--- src/rtl/dp_sequencer_pkg.sv ---
// Shared types for the datapath sequencer: ALU/instruction opcodes, FSM states,
// the bundled datapath control word and a few constants.
package dp_sequencer_pkg;

  localparam int IW = 16;
  localparam logic [IW-1:0] IR_RESET = 16'hE000;

  typedef enum logic [2:0] {
    ALU_ADD = 3'd0,
    ALU_SUB = 3'd1,
    ALU_AND = 3'd2,
    ALU_OR  = 3'd3,
    ALU_XOR = 3'd4,
    ALU_NOT = 3'd5,
    ALU_SHL = 3'd6,
    ALU_SHR = 3'd7
  } alu_op_e;

  // Opcodes 0-7 are register-register ALU ops; op[2:0] is the ALU opcode.
  typedef enum logic [3:0] {
    OP_ADDI = 4'h8,
    OP_LDI  = 4'h9,
    OP_LD   = 4'hA,
    OP_ST   = 4'hB,
    OP_BEQZ = 4'hC,
    OP_JMP  = 4'hD,
    OP_NOP  = 4'hE,
    OP_HALT = 4'hF
  } opcode_e;

  typedef enum logic [2:0] {
    S_IDLE   = 3'd0,
    S_FETCH  = 3'd1,
    S_DECODE = 3'd2,
    S_EXEC   = 3'd3,
    S_MEM    = 3'd4,
    S_HALT   = 3'd5
  } state_e;

  // What the sequencer does with pc/state once EXEC completes.
  typedef enum logic [2:0] {
    FLOW_NEXT   = 3'd0,
    FLOW_BRANCH = 3'd1,
    FLOW_JUMP   = 3'd2,
    FLOW_MEM    = 3'd3,
    FLOW_HALT   = 3'd4
  } flow_e;

  typedef struct packed {
    logic       write_en;
    logic       write_alu;
    logic       is_load;
    logic       alu_imm;
    logic [2:0] alu_op;
    logic [3:0] write_addr;
    logic [3:0] ra_addr;
    logic [3:0] rb_addr;
    logic [7:0] imm;
  } dp_ctrl_t;

  localparam dp_ctrl_t CTRL_NONE = '0;

endpackage

--- src/rtl/dp_sequencer_if.sv ---
// Bus bundle between the sequencer and its environment: instruction ROM,
// register-file/ALU datapath and the req/ready data RAM.
interface dp_sequencer_if #(
  parameter int PC_W = 8
);

  logic [PC_W-1:0]                 imem_addr;
  logic [dp_sequencer_pkg::IW-1:0] imem_data;

  logic       dp_write_en;
  logic       dp_write_alu;
  logic       dp_is_load;
  logic       dp_alu_imm;
  logic [2:0] dp_alu_op;
  logic [3:0] dp_write_addr;
  logic [3:0] dp_ra_addr;
  logic [3:0] dp_rb_addr;
  logic [7:0] dp_imm;
  logic       dp_alu_zero;
  logic [7:0] dp_read_a;
  logic [7:0] dp_read_b;

  logic       mem_req;
  logic       mem_we;
  logic [7:0] mem_addr;
  logic [7:0] mem_wdata;
  logic       mem_ready;

  modport master (
    output imem_addr,
    input  imem_data,
    output dp_write_en, dp_write_alu, dp_is_load, dp_alu_imm, dp_alu_op,
    output dp_write_addr, dp_ra_addr, dp_rb_addr, dp_imm,
    input  dp_alu_zero, dp_read_a, dp_read_b,
    output mem_req, mem_we, mem_addr, mem_wdata,
    input  mem_ready
  );

  modport slave (
    input  imem_addr,
    output imem_data,
    input  dp_write_en, dp_write_alu, dp_is_load, dp_alu_imm, dp_alu_op,
    input  dp_write_addr, dp_ra_addr, dp_rb_addr, dp_imm,
    output dp_alu_zero, dp_read_a, dp_read_b,
    input  mem_req, mem_we, mem_addr, mem_wdata,
    output mem_ready
  );

endinterface

--- src/rtl/dp_sequencer_decode.sv ---
// Pure combinational instruction decode: IR -> datapath control words for the
// EXEC and MEM phases plus the control-flow class of the instruction.
module dp_sequencer_decode
  import dp_sequencer_pkg::*;
(
  input  logic [IW-1:0] ir,
  output dp_ctrl_t      exec_ctrl,
  output dp_ctrl_t      mem_ctrl,
  output dp_ctrl_t      load_ctrl,
  output flow_e         flow,
  output logic          is_store,
  output logic [7:0]    target
);

  logic [3:0] op;
  logic [3:0] rd;
  logic [3:0] ra;
  logic [3:0] rb;

  assign op       = ir[15:12];
  assign rd       = ir[11:8];
  assign ra       = ir[7:4];
  assign rb       = ir[3:0];
  assign target   = ir[7:0];
  assign is_store = (op == OP_ST);

  always_comb begin
    exec_ctrl = CTRL_NONE;
    flow      = FLOW_NEXT;
    if (!op[3]) begin
      exec_ctrl.write_en   = 1'b1;
      exec_ctrl.write_alu  = 1'b1;
      exec_ctrl.alu_op     = op[2:0];
      exec_ctrl.write_addr = rd;
      exec_ctrl.ra_addr    = ra;
      exec_ctrl.rb_addr    = rb;
    end else begin
      case (op)
        OP_ADDI: begin
          exec_ctrl.write_en   = 1'b1;
          exec_ctrl.write_alu  = 1'b1;
          exec_ctrl.alu_imm    = 1'b1;
          exec_ctrl.alu_op     = ALU_ADD;
          exec_ctrl.write_addr = rd;
          exec_ctrl.ra_addr    = rd;
          exec_ctrl.imm        = ir[7:0];
        end
        OP_LDI: begin
          exec_ctrl.write_en   = 1'b1;
          exec_ctrl.write_addr = rd;
          exec_ctrl.imm        = ir[7:0];
        end
        OP_LD, OP_ST: begin
          exec_ctrl.ra_addr = ra;
          exec_ctrl.rb_addr = rb;
          flow              = FLOW_MEM;
        end
        OP_BEQZ: begin
          // rd OR rd reproduces rd, so the ALU zero flag tests the register.
          exec_ctrl.alu_op  = ALU_OR;
          exec_ctrl.ra_addr = rd;
          exec_ctrl.rb_addr = rd;
          flow              = FLOW_BRANCH;
        end
        OP_JMP:  flow = FLOW_JUMP;
        OP_HALT: flow = FLOW_HALT;
        default: flow = FLOW_NEXT;
      endcase
    end
  end

  always_comb begin
    mem_ctrl         = CTRL_NONE;
    mem_ctrl.ra_addr = ra;
    mem_ctrl.rb_addr = rb;

    load_ctrl            = mem_ctrl;
    load_ctrl.write_en   = 1'b1;
    load_ctrl.is_load    = 1'b1;
    load_ctrl.write_addr = rd;
  end

endmodule

--- src/rtl/dp_sequencer.sv ---
// Multi-cycle sequencer: fetches from a sync-read ROM, decodes, drives the
// datapath controls and runs the req/ready handshake for loads and stores.
//
// state    | meaning
// ---------+-----------------------------------------------------------
// S_IDLE   | waiting for start, all outputs quiet
// S_FETCH  | imem_addr = pc presented to the ROM
// S_DECODE | ROM data valid, captured into IR
// S_EXEC   | controls driven from IR, pc/state updated by instruction class
// S_MEM    | mem_req held until mem_ready, load written in the ready cycle
// S_HALT   | halted = 1 until reset
module dp_sequencer
  import dp_sequencer_pkg::*;
#(
  parameter int PC_W = 8
)
(
  input  logic            clk,
  input  logic            rst,
  input  logic            start,
  dp_sequencer_if.master  bus,
  output logic            halted,
  output logic [PC_W-1:0] pc
);

  state_e          state_q, state_d;
  logic [PC_W-1:0] pc_q, pc_d, pc_inc, pc_target;
  logic [IW-1:0]   ir_q, ir_d;

  dp_ctrl_t   exec_ctrl, mem_ctrl, load_ctrl, ctrl;
  flow_e      flow;
  logic       is_store;
  logic [7:0] target;
  logic       mem_req, mem_we;

  dp_sequencer_decode u_decode (
    .ir        (ir_q),
    .exec_ctrl (exec_ctrl),
    .mem_ctrl  (mem_ctrl),
    .load_ctrl (load_ctrl),
    .flow      (flow),
    .is_store  (is_store),
    .target    (target)
  );

  assign pc_inc    = pc_q + PC_W'(1);
  assign pc_target = PC_W'(target);

  always_ff @(posedge clk) begin
    if (rst) begin
      state_q <= S_IDLE;
      pc_q    <= '0;
      ir_q    <= IR_RESET;
    end else begin
      state_q <= state_d;
      pc_q    <= pc_d;
      ir_q    <= ir_d;
    end
  end

  always_comb begin
    state_d = state_q;
    pc_d    = pc_q;
    ir_d    = ir_q;
    ctrl    = CTRL_NONE;
    mem_req = 1'b0;
    mem_we  = 1'b0;
    halted  = 1'b0;
    case (state_q)
      S_IDLE:   if (start) state_d = S_FETCH;
      S_FETCH:  state_d = S_DECODE;
      S_DECODE: begin
        ir_d    = bus.imem_data;
        state_d = S_EXEC;
      end
      S_EXEC: begin
        ctrl    = exec_ctrl;
        state_d = S_FETCH;
        case (flow)
          FLOW_NEXT:   pc_d = pc_inc;
          FLOW_BRANCH: pc_d = bus.dp_alu_zero ? pc_target : pc_inc;
          FLOW_JUMP:   pc_d = pc_target;
          FLOW_MEM:    state_d = S_MEM;
          FLOW_HALT:   state_d = S_HALT;
          default:     pc_d = pc_inc;
        endcase
      end
      S_MEM: begin
        mem_req = 1'b1;
        mem_we  = is_store;
        ctrl    = mem_ctrl;
        if (bus.mem_ready) begin
          // Load data is only valid on the datapath in the ready cycle.
          if (!is_store) ctrl = load_ctrl;
          pc_d    = pc_inc;
          state_d = S_FETCH;
        end
      end
      S_HALT:  halted = 1'b1;
      default: state_d = S_IDLE;
    endcase
  end

  assign pc            = pc_q;
  assign bus.imem_addr = pc_q;

  assign bus.dp_write_en   = ctrl.write_en;
  assign bus.dp_write_alu  = ctrl.write_alu;
  assign bus.dp_is_load    = ctrl.is_load;
  assign bus.dp_alu_imm    = ctrl.alu_imm;
  assign bus.dp_alu_op     = ctrl.alu_op;
  assign bus.dp_write_addr = ctrl.write_addr;
  assign bus.dp_ra_addr    = ctrl.ra_addr;
  assign bus.dp_rb_addr    = ctrl.rb_addr;
  assign bus.dp_imm        = ctrl.imm;

  assign bus.mem_req   = mem_req;
  assign bus.mem_we    = mem_we;
  assign bus.mem_addr  = mem_req ? bus.dp_read_a : 8'h00;
  assign bus.mem_wdata = (mem_req && mem_we) ? bus.dp_read_b : 8'h00;

endmodule

--- src/flat_wrapper.sv ---
// flat-port wrapper written by rule: the top's interface ports become plain ports
module dp_sequencer_flat import dp_sequencer_pkg::*;
#(
  parameter int PC_W = 8
)
  (clk, rst, start, halted, pc, bus_imem_addr, bus_imem_data, bus_dp_write_en, bus_dp_write_alu, bus_dp_is_load, bus_dp_alu_imm, bus_dp_alu_op, bus_dp_write_addr, bus_dp_ra_addr, bus_dp_rb_addr, bus_dp_imm, bus_dp_alu_zero, bus_dp_read_a, bus_dp_read_b, bus_mem_req, bus_mem_we, bus_mem_addr, bus_mem_wdata, bus_mem_ready);
  dp_sequencer_if #(.PC_W(PC_W)) bus_i ();
  input  logic clk;
  input  logic rst;
  input  logic start;
  output logic halted;
  output logic [PC_W-1:0] pc;
  output wire logic [$bits(bus_i.imem_addr)-1:0] bus_imem_addr;
  input wire logic [$bits(bus_i.imem_data)-1:0] bus_imem_data;
  output wire logic [$bits(bus_i.dp_write_en)-1:0] bus_dp_write_en;
  output wire logic [$bits(bus_i.dp_write_alu)-1:0] bus_dp_write_alu;
  output wire logic [$bits(bus_i.dp_is_load)-1:0] bus_dp_is_load;
  output wire logic [$bits(bus_i.dp_alu_imm)-1:0] bus_dp_alu_imm;
  output wire logic [$bits(bus_i.dp_alu_op)-1:0] bus_dp_alu_op;
  output wire logic [$bits(bus_i.dp_write_addr)-1:0] bus_dp_write_addr;
  output wire logic [$bits(bus_i.dp_ra_addr)-1:0] bus_dp_ra_addr;
  output wire logic [$bits(bus_i.dp_rb_addr)-1:0] bus_dp_rb_addr;
  output wire logic [$bits(bus_i.dp_imm)-1:0] bus_dp_imm;
  input wire logic [$bits(bus_i.dp_alu_zero)-1:0] bus_dp_alu_zero;
  input wire logic [$bits(bus_i.dp_read_a)-1:0] bus_dp_read_a;
  input wire logic [$bits(bus_i.dp_read_b)-1:0] bus_dp_read_b;
  output wire logic [$bits(bus_i.mem_req)-1:0] bus_mem_req;
  output wire logic [$bits(bus_i.mem_we)-1:0] bus_mem_we;
  output wire logic [$bits(bus_i.mem_addr)-1:0] bus_mem_addr;
  output wire logic [$bits(bus_i.mem_wdata)-1:0] bus_mem_wdata;
  input wire logic [$bits(bus_i.mem_ready)-1:0] bus_mem_ready;
  assign bus_imem_addr = bus_i.imem_addr;
  assign bus_i.imem_data = bus_imem_data;
  assign bus_dp_write_en = bus_i.dp_write_en;
  assign bus_dp_write_alu = bus_i.dp_write_alu;
  assign bus_dp_is_load = bus_i.dp_is_load;
  assign bus_dp_alu_imm = bus_i.dp_alu_imm;
  assign bus_dp_alu_op = bus_i.dp_alu_op;
  assign bus_dp_write_addr = bus_i.dp_write_addr;
  assign bus_dp_ra_addr = bus_i.dp_ra_addr;
  assign bus_dp_rb_addr = bus_i.dp_rb_addr;
  assign bus_dp_imm = bus_i.dp_imm;
  assign bus_i.dp_alu_zero = bus_dp_alu_zero;
  assign bus_i.dp_read_a = bus_dp_read_a;
  assign bus_i.dp_read_b = bus_dp_read_b;
  assign bus_mem_req = bus_i.mem_req;
  assign bus_mem_we = bus_i.mem_we;
  assign bus_mem_addr = bus_i.mem_addr;
  assign bus_mem_wdata = bus_i.mem_wdata;
  assign bus_i.mem_ready = bus_mem_ready;
  dp_sequencer #(.PC_W(PC_W)) u_core (.clk(clk), .rst(rst), .start(start), .bus(bus_i), .halted(halted), .pc(pc));
endmodule
--- config.mk ---
export PLATFORM = sky130hd
export DESIGN_NAME = dp_sequencer_flat
export DESIGN_NICKNAME = d
export VERILOG_FILES = /design/src/rtl/dp_sequencer_pkg.sv /design/src/rtl/dp_sequencer_if.sv /design/src/rtl/dp_sequencer_decode.sv /design/src/rtl/dp_sequencer.sv /design/src/flat_wrapper.sv
export SDC_FILE = /design/constraint.sdc
export NUM_CORES = 1
export LEC_CHECK = 0
export ABC_AREA = 0
export CORE_UTILIZATION = 40
export CTS_BUF_LIST = sky130_fd_sc_hd__clkbuf_4
export DETAILED_ROUTE_END_ITERATION = 10
export GPL_TIMING_DRIVEN = 1
export PLACE_DENSITY = 0.73
export SLEW_MARGIN = 20
export SYNTH_ARGS = -nofsm -noshare
export SYNTH_HDL_FRONTEND = slang
export SYNTH_HIERARCHICAL = 1
export SYNTH_SLANG_ARGS = --single-unit
--- constraint.sdc ---
create_clock -name clk -period 3.57 [get_ports clk]
set_input_delay 0.8925 -clock clk [delete_from_list [all_inputs] [get_ports clk]]
set_output_delay 0.8925 -clock clk [all_outputs]
set_load 0.01 [all_outputs]
# Word-level counts from Yosys, hierarchy flattened
# Index checks and enable logic that the tools add are counted.
# totals
wordCells	62
output_inout_bits	62
input_bits	37
register_bits	27
# op_classes
bitwise_logic	1
n_mux	29
eq_ne	19
n_addsub	1
n_reduce_logical	9
# op_table
op	count
27-bit 2-to-1 mux	2
27-bit one-hot mux with 2 select lines	1
8-bit 2-to-1 mux	6
4-bit equality test (second input constant)	7
8-bit one-hot mux with 3 select lines	1
3-bit one-hot mux with 6 select lines	1
4-bit one-hot mux with 2 select lines	2
8-bit one-hot mux with 2 select lines	1
15-bit 2-to-1 mux	1
3-bit by 2-bit equality test with 1-bit output (second input constant)	4
3-bit one-hot mux with 4 select lines	1
3-bit equality test (second input constant)	3
3-bit 2-to-1 mux	3
8-bit by 1-bit adder with 8-bit output (second input constant)	1
2-bit OR reduction	4
3-bit by 1-bit equality test with 1-bit output (second input constant)	2
1-bit 2-to-1 mux	6
2-bit inequality test (second input constant)	3
3-bit one-hot mux with 2 select lines	1
3-bit AND reduction	2
2-bit 2-to-1 mux	2
4-bit 2-to-1 mux	1
3-bit zero test	1
2-bit nonzero test	1
2 further kinds	2

# Depth between registers and ports, before layout
# Gate-level depths: netlist of run 1.
# logic_depth
depth_word	8
ltp_mapped	10
mapped_depth_nobuf	8

# Modules after synthesis
# The synthesis of run 1 kept the hierarchy.
# modules_own_cells
mod	cells_each	seq_area_each_um2	instances	area_each_um2
dp_sequencer	288	540.5	1	2094.5
dp_sequencer_decode	110	0.0	1	812.0

# Least setup slack after synthesis of run 1
# No wires, ideal clock.
# synth_timing
path_kind	register -> output
start	register u_core.ir_q[14]
end	output port bus_dp_ra_addr[0]
arrival_ps	2025
setup_slack_ps	652
path_stages_with_launch	9
required_time_ps	2678
n_path_buf	3
path_cell_list	dfxtp_1 > clkbuf_2 > nand2b_4 > nor3_1 > nand2b_1 > buf_2 > buf_2 > mux2i_1 > o21ai_0
# synth_between
elab_chain_cells	5
word_cells_on_any_way	9
classes_between	4 x eq/ne; 3 x mux; 2 x reduce/logical
# synth_rtl
element	line_no	text
start: declaration	dp_sequencer.sv:28	logic [IW-1:0] ir_q, ir_d;
start signal: assignment	dp_sequencer.sv:57	ir_q <= ir_d;
4-bit equality test	n/a	
named net u_core.is_store	dp_sequencer.sv:32	logic is_store;
2-bit OR reduction	dp_sequencer_decode.sv:38	case (op)
4-bit one-hot mux with 2 select lines	dp_sequencer_decode.sv:38	
15-bit 2-to-1 mux	dp_sequencer_decode.sv:30	if (!op[3]) begin
27-bit one-hot mux with 2 select lines	dp_sequencer.sv:69	case (state_q)
end: declaration	flat_wrapper.sv:21	output wire logic [$bits(bus_i.dp_ra_addr)-1:0] bus_dp_ra_addr;
# The timed path passes the listed nets, and every way through them passes these cells.

# Worst setup path in the final report of run 1
# layout_timing
start	input port bus_mem_ready
end	output port bus_dp_rb_addr[1]
# layout_between
elab_chain_cells	2
# layout_rtl
element	line_no	text
start: declaration	flat_wrapper.sv:31	input wire logic [$bits(bus_i.mem_ready)-1:0] bus_mem_ready;
27-bit 2-to-1 mux	dp_sequencer.sv:92	if (bus.mem_ready) begin
27-bit one-hot mux with 2 select lines	dp_sequencer.sv:69	
end: declaration	flat_wrapper.sv:22	output wire logic [$bits(bus_i.dp_rb_addr)-1:0] bus_dp_rb_addr;
# Every way passes these cells.

==> flow_summary.toml, run 1 <==
[run_status]
status = "finished, final reports clean"

[setup_path]
crit_buf_inv = 3
cp_common_cell = "clkdlybuf4s50_1"
critical-path-top-delay-family = "buffers and inverters"
crit_start = "bus_mem_ready"
slowest_stage = "clkdlybuf4s50_1"
path_cells = "clkdlybuf4s50_1 -> nand2b_1 -> buf_12 -> mux2i_1 -> o21ai_0 -> clkdlybuf4s50_1"
crit_fanout = 27
r2r-start = "u_core/ir_q[13]"
max_stage_delay_ps = 570
required_ps = 2680
worstSetupStartpointType = "input pin"
critPathCaptureType = "output pin"
worstPathArrival_ps = 2610
crit_type = "in -> out"

[final_layout]
num-fill-cells = 718
area_delta_synth_final_pct = 22.8
antenna_cells = 0
seq_area_sq_um = 542
drive_gt1_share_pct = 6.52
nets = 484
multi_input_area_sq_mm = 0.00180

[grt]
grt_max_degree = 29
grt_pass1_vias = 2326
grt_usage_pct = 17.6
grt_pass1_wl_microns = 10900
overflow = 0
antenna_found_initial = 0

[detailed_routing]
postRouteAntennaNets = 0
route.met2.wl_microns = 3140
dr_wl_met3_microns = 462
drt_iter0_drc = 114
wl_met1_microns = 3060
dr_total_vias = 2639
drt_wl_total_microns = 6700
first_pass_iters = 4
highest_layer = "met4"
vias_per_cell = 4.88
drc = 0
wl_per_cell_microns = 12.4

[timing]
fmax_mhz = 286
maxSlewHeadroom_pct = 51.0
finClkSkew_ps = 12.7
rsz0062_at_grt = "no"
period_minus_slack_ps = 3500
maxSlewViolCount = 0
fin_crit_sh_pct = 98.1
hold_viol_final = 0
tightest_slew_ps = 729
tns_ps = 0
whs_ps = 538
setup_viol = 0

[pwr]
peakVddDrop_mv = 0.163
pwr-share-seq_pct = 45.2
clkPwrFrac_pct = 18.5
internal-power_uw = 503
swShare_pct = 36.2
combPwrFrac_pct = 36.3
p_switching_uw = 285
p_per_area_mw_per_mm2 = 221
leakagePower_uw = 0.00139

[synth]
synth_cell_type_count = 55
ys_seq_elements = 27
syn-cell-area_sq_mm = 0.00291
yosysTopAreaCell = "buf_4"
yosysWarnings = 6
synth-edff-count = 0
synth_top_area_share_pct = 18.9
synthCells = 398
synthFlopType = "dfxtp_1"
postSynthAreaPerCell_sq_um = 7.30
synthTopCellsByArea = "buf_4 (19%), dfxtp_1 (19%), mux2i_1 (10%)"
seq_area_frac_synth_pct = 18.6
async_flop_share_pct = 0

[clock_network]
clock_path_buffers = 2
cts-buffers-inserted = 3
clkLatencyLatePin_ps = 340
cts_tree = "built"
h-tree-depth = 1
post-cts-setup-buffers = 0
clkTransAtPathRegs_ps = 160
cts_root_buf = "clkbuf_4"
clock-sinks = 27

[floorplan]
ioPinCount = 99
design.core.area_sq_mm = 0.00691
die_h_microns = 87.2
die_w_microns = 87.2
die_area_sq_mm = 0.00761
initial_utilization_pct = 42.1
fp-row-count = 30

[placement]
dp_hpwl_microns = 5180
place_congestion = 0.843
port_buffers = 98

[worst_hold_path]
min_from = "u_core/ir_q[10]"
hp-class = "reg -> reg"

[job]
max_cap_viol_count = 0
per-stage QoR:
stage | utilization (%) | cells | cell area, sq um | setup slack [ps] | total power (uW)
2_1_floorplan | - | 431 | 3030 | 652 | 615
3_3_place_gp | 51.1 | 537 | 3530 | 55.6 | 639
3_5_place_dp | 51.1 | 537 | 3530 | 59.8 | 646
4_1_cts | 51.6 | 541 | 3560 | 51.5 | 793
5_1_grt | 51.7 | 541 | 3570 | 2.95 | 843
6_report | 51.7 | 541 | 3570 | 68.1 | 788
path summary, 6_finish.rpt:
kind                                                 to  cells past startpoint  slack (ps)
worst min-delay path                    u_core/ir_q[10]                      2         540
worst max-delay path                  bus_dp_rb_addr[1]                      6          70
worst max register to register  u_core/bus.imem_addr[5]                      9         870
worst min register to register          u_core/ir_q[10]                      2         540
per-layer routing:
layer,vias to the layer above,track usage (%)
met1,1198,22.9
met3,4,3.41
met5,-,0
met4,0,4.32
li1,1347,-
met2,90,29.8
worst register-to-register path, delay by kind of cell (launching register included):
family                 cells  cell delay, ps
AO/OA/AOI/OAI              2             400
multiplexers               1             200
AND/OR/NAND/NOR            3            1020
flip-flops                 1             350
XOR/XNOR                   1             190
buffers and inverters      2             440
sequential cells by signal, indices dropped and copies added (netlist names):
signal,flops
u_core/bus.imem_addr,8
u_core/ir_q,16
u_core/state_q,3
what timing repair did:
item                       4_1_cts  5_1_grt
gates resized for setup          0        4
hold endpoints to repair         0        0
setup endpoints to repair        0        7
hold buffers                     0        0
power by group through the flow:
stage | registers, uW | clock network (uW) | logic [uW]
after global routing | 361 | 166 | 316
after CTS | 356 | 153 | 284
after floorplan | 346 | 0 | 269
after global placement | 362 | 0 | 277
final | 356 | 146 | 286
after detailed placement | 363 | 0 | 283
cell usage in the layout (no fill, tap or decap), types with 2 or more instances in the layout:
master and n:
nand2_1 64, dfxtp_1 26, clkbuf_4 3, and2_1 24
a32o_1 8, nand2b_1 3, o31ai_1 2, and2b_1 2
nor2b_1 4, o22ai_1 2, clkdlybuf4s50_1 96, o21ai_1 6
xnor2_1 2, nor2_1 10, nand3b_1 6, o21ai_0 33
mux2i_1 29, inv_1 2, buf_4 7, a21oi_1 21
dlymetal6s2s_1 2, nand2b_4 2, nand3_1 6, and3_1 9
nor3_1 8, conb_1 35, nor3b_1 3
final cells by class:
class	instances	area share (%)
clock buffer	3	0.631
clock inverter	1	0.245
inverter	3	0.386
multi-input combinational	305	50.5
sequential	27	15.2
tap	96	3.36
timing repair buffer	106	29.7
cell usage after synthesis, types with 2 or more instances:
cell      number
buf_4         73
nand2_1       64
o21ai_0       34
mux2i_1       29
dfxtp_1       27
and2_1        24
a21oi_1       21
clkbuf_1      13
nor2_1        10
and3_1         9
a32o_1         8
nor3_1         8
nand3_1        6
nand3b_1       6
buf_2          5
o21ai_1        5
buf_6          4
nor2b_1        4
nand2b_1       3
nor3b_1        3
and2b_1        2
conb_1         2
inv_1          2
nand2b_4       2
o22ai_1        2
o31ai_1        2
xnor2_1        2
cells by family after synthesis:
logic type      count (synthesis)  synth area share [%]
mux                            29                  9.99
other cells                     2                 0.258
flops                          27                  18.6
fa+ha+maj                       1                 0.430
xor+xnor                        2                 0.603
simple gates                  156                  29.4
compound gates                 82                  17.2
buf+inv                        99                  23.6
No activity file was read; power rests on OpenSTA's default activity.
==> inputs of run 2 (changes only) <==
--- a/config.mk
+++ b/config.mk
@@ -6,10 +6,10 @@
 export NUM_CORES = 1
 export LEC_CHECK = 0
 export ABC_AREA = 0
+export CAP_MARGIN = 30
 export CORE_UTILIZATION = 40
 export CTS_BUF_LIST = sky130_fd_sc_hd__clkbuf_4
 export DETAILED_ROUTE_END_ITERATION = 10
-export GPL_TIMING_DRIVEN = 1
 export PLACE_DENSITY = 0.73
 export SLEW_MARGIN = 20
 export SYNTH_ARGS = -nofsm -noshare
==> results of run 2 <==
Same layout as run 1: the final DEF is identical, and so are final timing and power.
==> inputs of run 3 (changes only) <==
--- a/config.mk
+++ b/config.mk
@@ -10,6 +10,7 @@
 export CORE_UTILIZATION = 40
 export CTS_BUF_LIST = sky130_fd_sc_hd__clkbuf_4
 export DETAILED_ROUTE_END_ITERATION = 10
+export GPL_TIMING_DRIVEN = 0
 export PLACE_DENSITY = 0.73
 export SLEW_MARGIN = 20
 export SYNTH_ARGS = -nofsm -noshare
==> constraint.sdc (replaced) <==
create_clock -name clk -period 4.2 [get_ports clk]
set_input_delay 1.05 -clock clk [delete_from_list [all_inputs] [get_ports clk]]
set_output_delay 1.05 -clock clk [all_outputs]
set_load 0.01 [all_outputs]
==> flow_summary.toml, run 3 (synthesis results as in run 1) <==
[pwr]
pwr-share-seq_pct = 40.8
internal-power_uw = 474
clkPwrFrac_pct = 16.5
combPwrFrac_pct = 42.7
peakVddDrop_mv = 0.157
p_per_area_mw_per_mm2 = 175
leakagePower_uw = 0.00177
swShare_pct = 35.0
p_switching_uw = 255

[grt]
overflow = 0
grt_max_degree = 18
antenna_found_initial = 0
grt_pass1_vias = 2644
grt_pass1_wl_microns = 12300
gr-usage-met2_pct = 34.7
use_met3_pct = 2.94
grt.met1_usage_pct = 26.7
grt_usage_pct = 20.0
top_usage_layer = "met2"

[final_layout]
area_delta_synth_final_pct = 43.4
mostFrequentLayoutCell = "clkdlybuf4s50_1"
mostFrequentLayoutCells = "clkdlybuf4s50_1 (97), buf_4 (73), nand2_1 (64)"
largest_register_ffs = 16
nets = 571
instances_no_fill = 628
regMostFlops = "u_core/ir_q"
antenna_cells = 0
drive_gt1_share_pct = 19.7

[timing]
maxSlewHeadroom_pct = 49.8
finClkSkew_ps = 1.78
hold_viol_final = 0
rsz0062_at_grt = "no"
period_minus_slack_ps = 4080
setup_ws_ps = 117
maxSlewViolCount = 0
setup_viol = 0
fmax_mhz = 245
fin_crit_sh_pct = 97.2
tns_ps = 0
tightest_slew_ps = 751

[placement]
port_buffers = 97
place_congestion = 0.821
dp_hpwl_microns = 5990
dp_cells = 624
dpl_worst_slack_ps = 3.97

[clock_network]
cts_root_buf = "clkbuf_4"
clkLatencyLatePin_ps = 330
clock-sinks = 27
cts_tree = "built"
ctsHoldBuffers = 0
clkTransAtPathRegs_ps = 150
h-tree-depth = 1
cts-buffers-inserted = 3
clock_path_buffers = 2

[setup_path]
crit_start = "bus_mem_ready"
r2r-start = "u_core/ir_q[15]"
required_ps = 3150
slowest_stage = "clkdlybuf4s50_1"
max_stage_delay_ps = 570
worstSetupStartpointType = "input pin"
worstPathArrival_ps = 3030
crit_type = "in -> out"
critPathCaptureType = "output pin"
path_cells = "clkdlybuf4s50_1 -> nand2b_1 -> buf_2 -> buf_2 -> mux2i_1 -> o21ai_0 -> clkdlybuf4s50_1"
crit_fanout = 10

[floorplan]
die_area_sq_mm = 0.00761
ioPinCount = 99
initial_utilization_pct = 42.1
die_h_microns = 87.2
fp-row-count = 30
die_w_microns = 87.2
design.core.area_sq_mm = 0.00691

[detailed_routing]
drc = 0
drt_wl_total_microns = 7390
dr_total_vias = 2967
drt_iter0_drc = 193
vias_per_cell = 4.72
wl_per_cell_microns = 11.8
postRouteAntennaNets = 0
first_pass_iters = 4

[worst_hold_path]
hp-class = "reg -> reg"
min_from = "u_core/ir_q[14]"

[run_status]
status = "finished, final reports clean"

[job]
max_cap_viol_count = 0
[run 3: changes by cell type in the layout (fill, tap and decap cells not counted), sizes merged]
cell           change
clkbuf            +15
dlymetal6s2s       -2
buf               +73
clkdlybuf4s50      +1
[run 3: what timing repair did]
| item | 4_1_cts | 5_1_grt |
|---|---|---|
| resized for setup | 2 | 2 |
| setup buffers | 0 | 0 |
| endpoints found under the setup margin | 13 | 5 |
[run 3: final timing paths]
check / slack [ps] / depth (start not counted) / endpoint
max: 120 / 7 / bus_dp_ra_addr[2]
min: 490 / 2 / u_core/ir_q[14]
max reg2reg: 1660 / 7 / u_core/bus.imem_addr[0]
min reg2reg: 490 / 2 / u_core/ir_q[14]
[run 3: per-layer routing]
| metal | share of wire [%] | routed length, microns | vias to the layer above |
|---|---|---|---|
| met5 | 0 | 0 | - |
| met4 | 0.43 | 32 | 0 |
| met3 | 6.3 | 468 | 4 |
| met2 | 48 | 3510 | 99 |
| met1 | 46 | 3370 | 1339 |
| li1 | - | - | 1525 |
[run 3: per-stage QoR]
step | power [uW] | cell area [sq um] | utilization [%] | hold WS, ps
floorplan | 523 | 3030 | - | 437
global placement | 601 | 4120 | 59.7 | 459
detailed placement | 608 | 4120 | 59.7 | 474
CTS | 732 | 4160 | 60.3 | 496
global route | 780 | 4170 | 60.3 | 512
finish | 729 | 4170 | 60.3 | 494
[run 3: worst max-delay path: cells and delay by family]
| kind | cells | cell delay, ps |
|---|---|---|
| buffers and inverters | 4 | 1600 |
| AO/OA/AOI/OAI | 1 | 190 |
| multiplexers | 1 | 110 |
| AND/OR/NAND/NOR | 1 | 80 |
[run 3: final cells by class]
class / instances / area, sq um
plain buffers: 96 / 674
repair buffers: 97 / 971
clock inverters: 1 / 8.76
flip-flops and latches: 27 / 542
inverters: 3 / 13.8
clock buffers: 3 / 22.5
well taps: 96 / 120
multi-input cells: 305 / 1820
fillers: 668 / 2740
[run 3: power groups by stage]
| stage | combinational (uW) | clock [uW] | sequential [uW] |
|---|---|---|---|
| after floorplan | 229 | 0 | 294 |
| after global placement | 299 | 0 | 302 |
| after detailed placement | 306 | 0 | 303 |
| after CTS | 308 | 127 | 297 |
| after global routing | 345 | 135 | 300 |
| final | 311 | 121 | 297 |
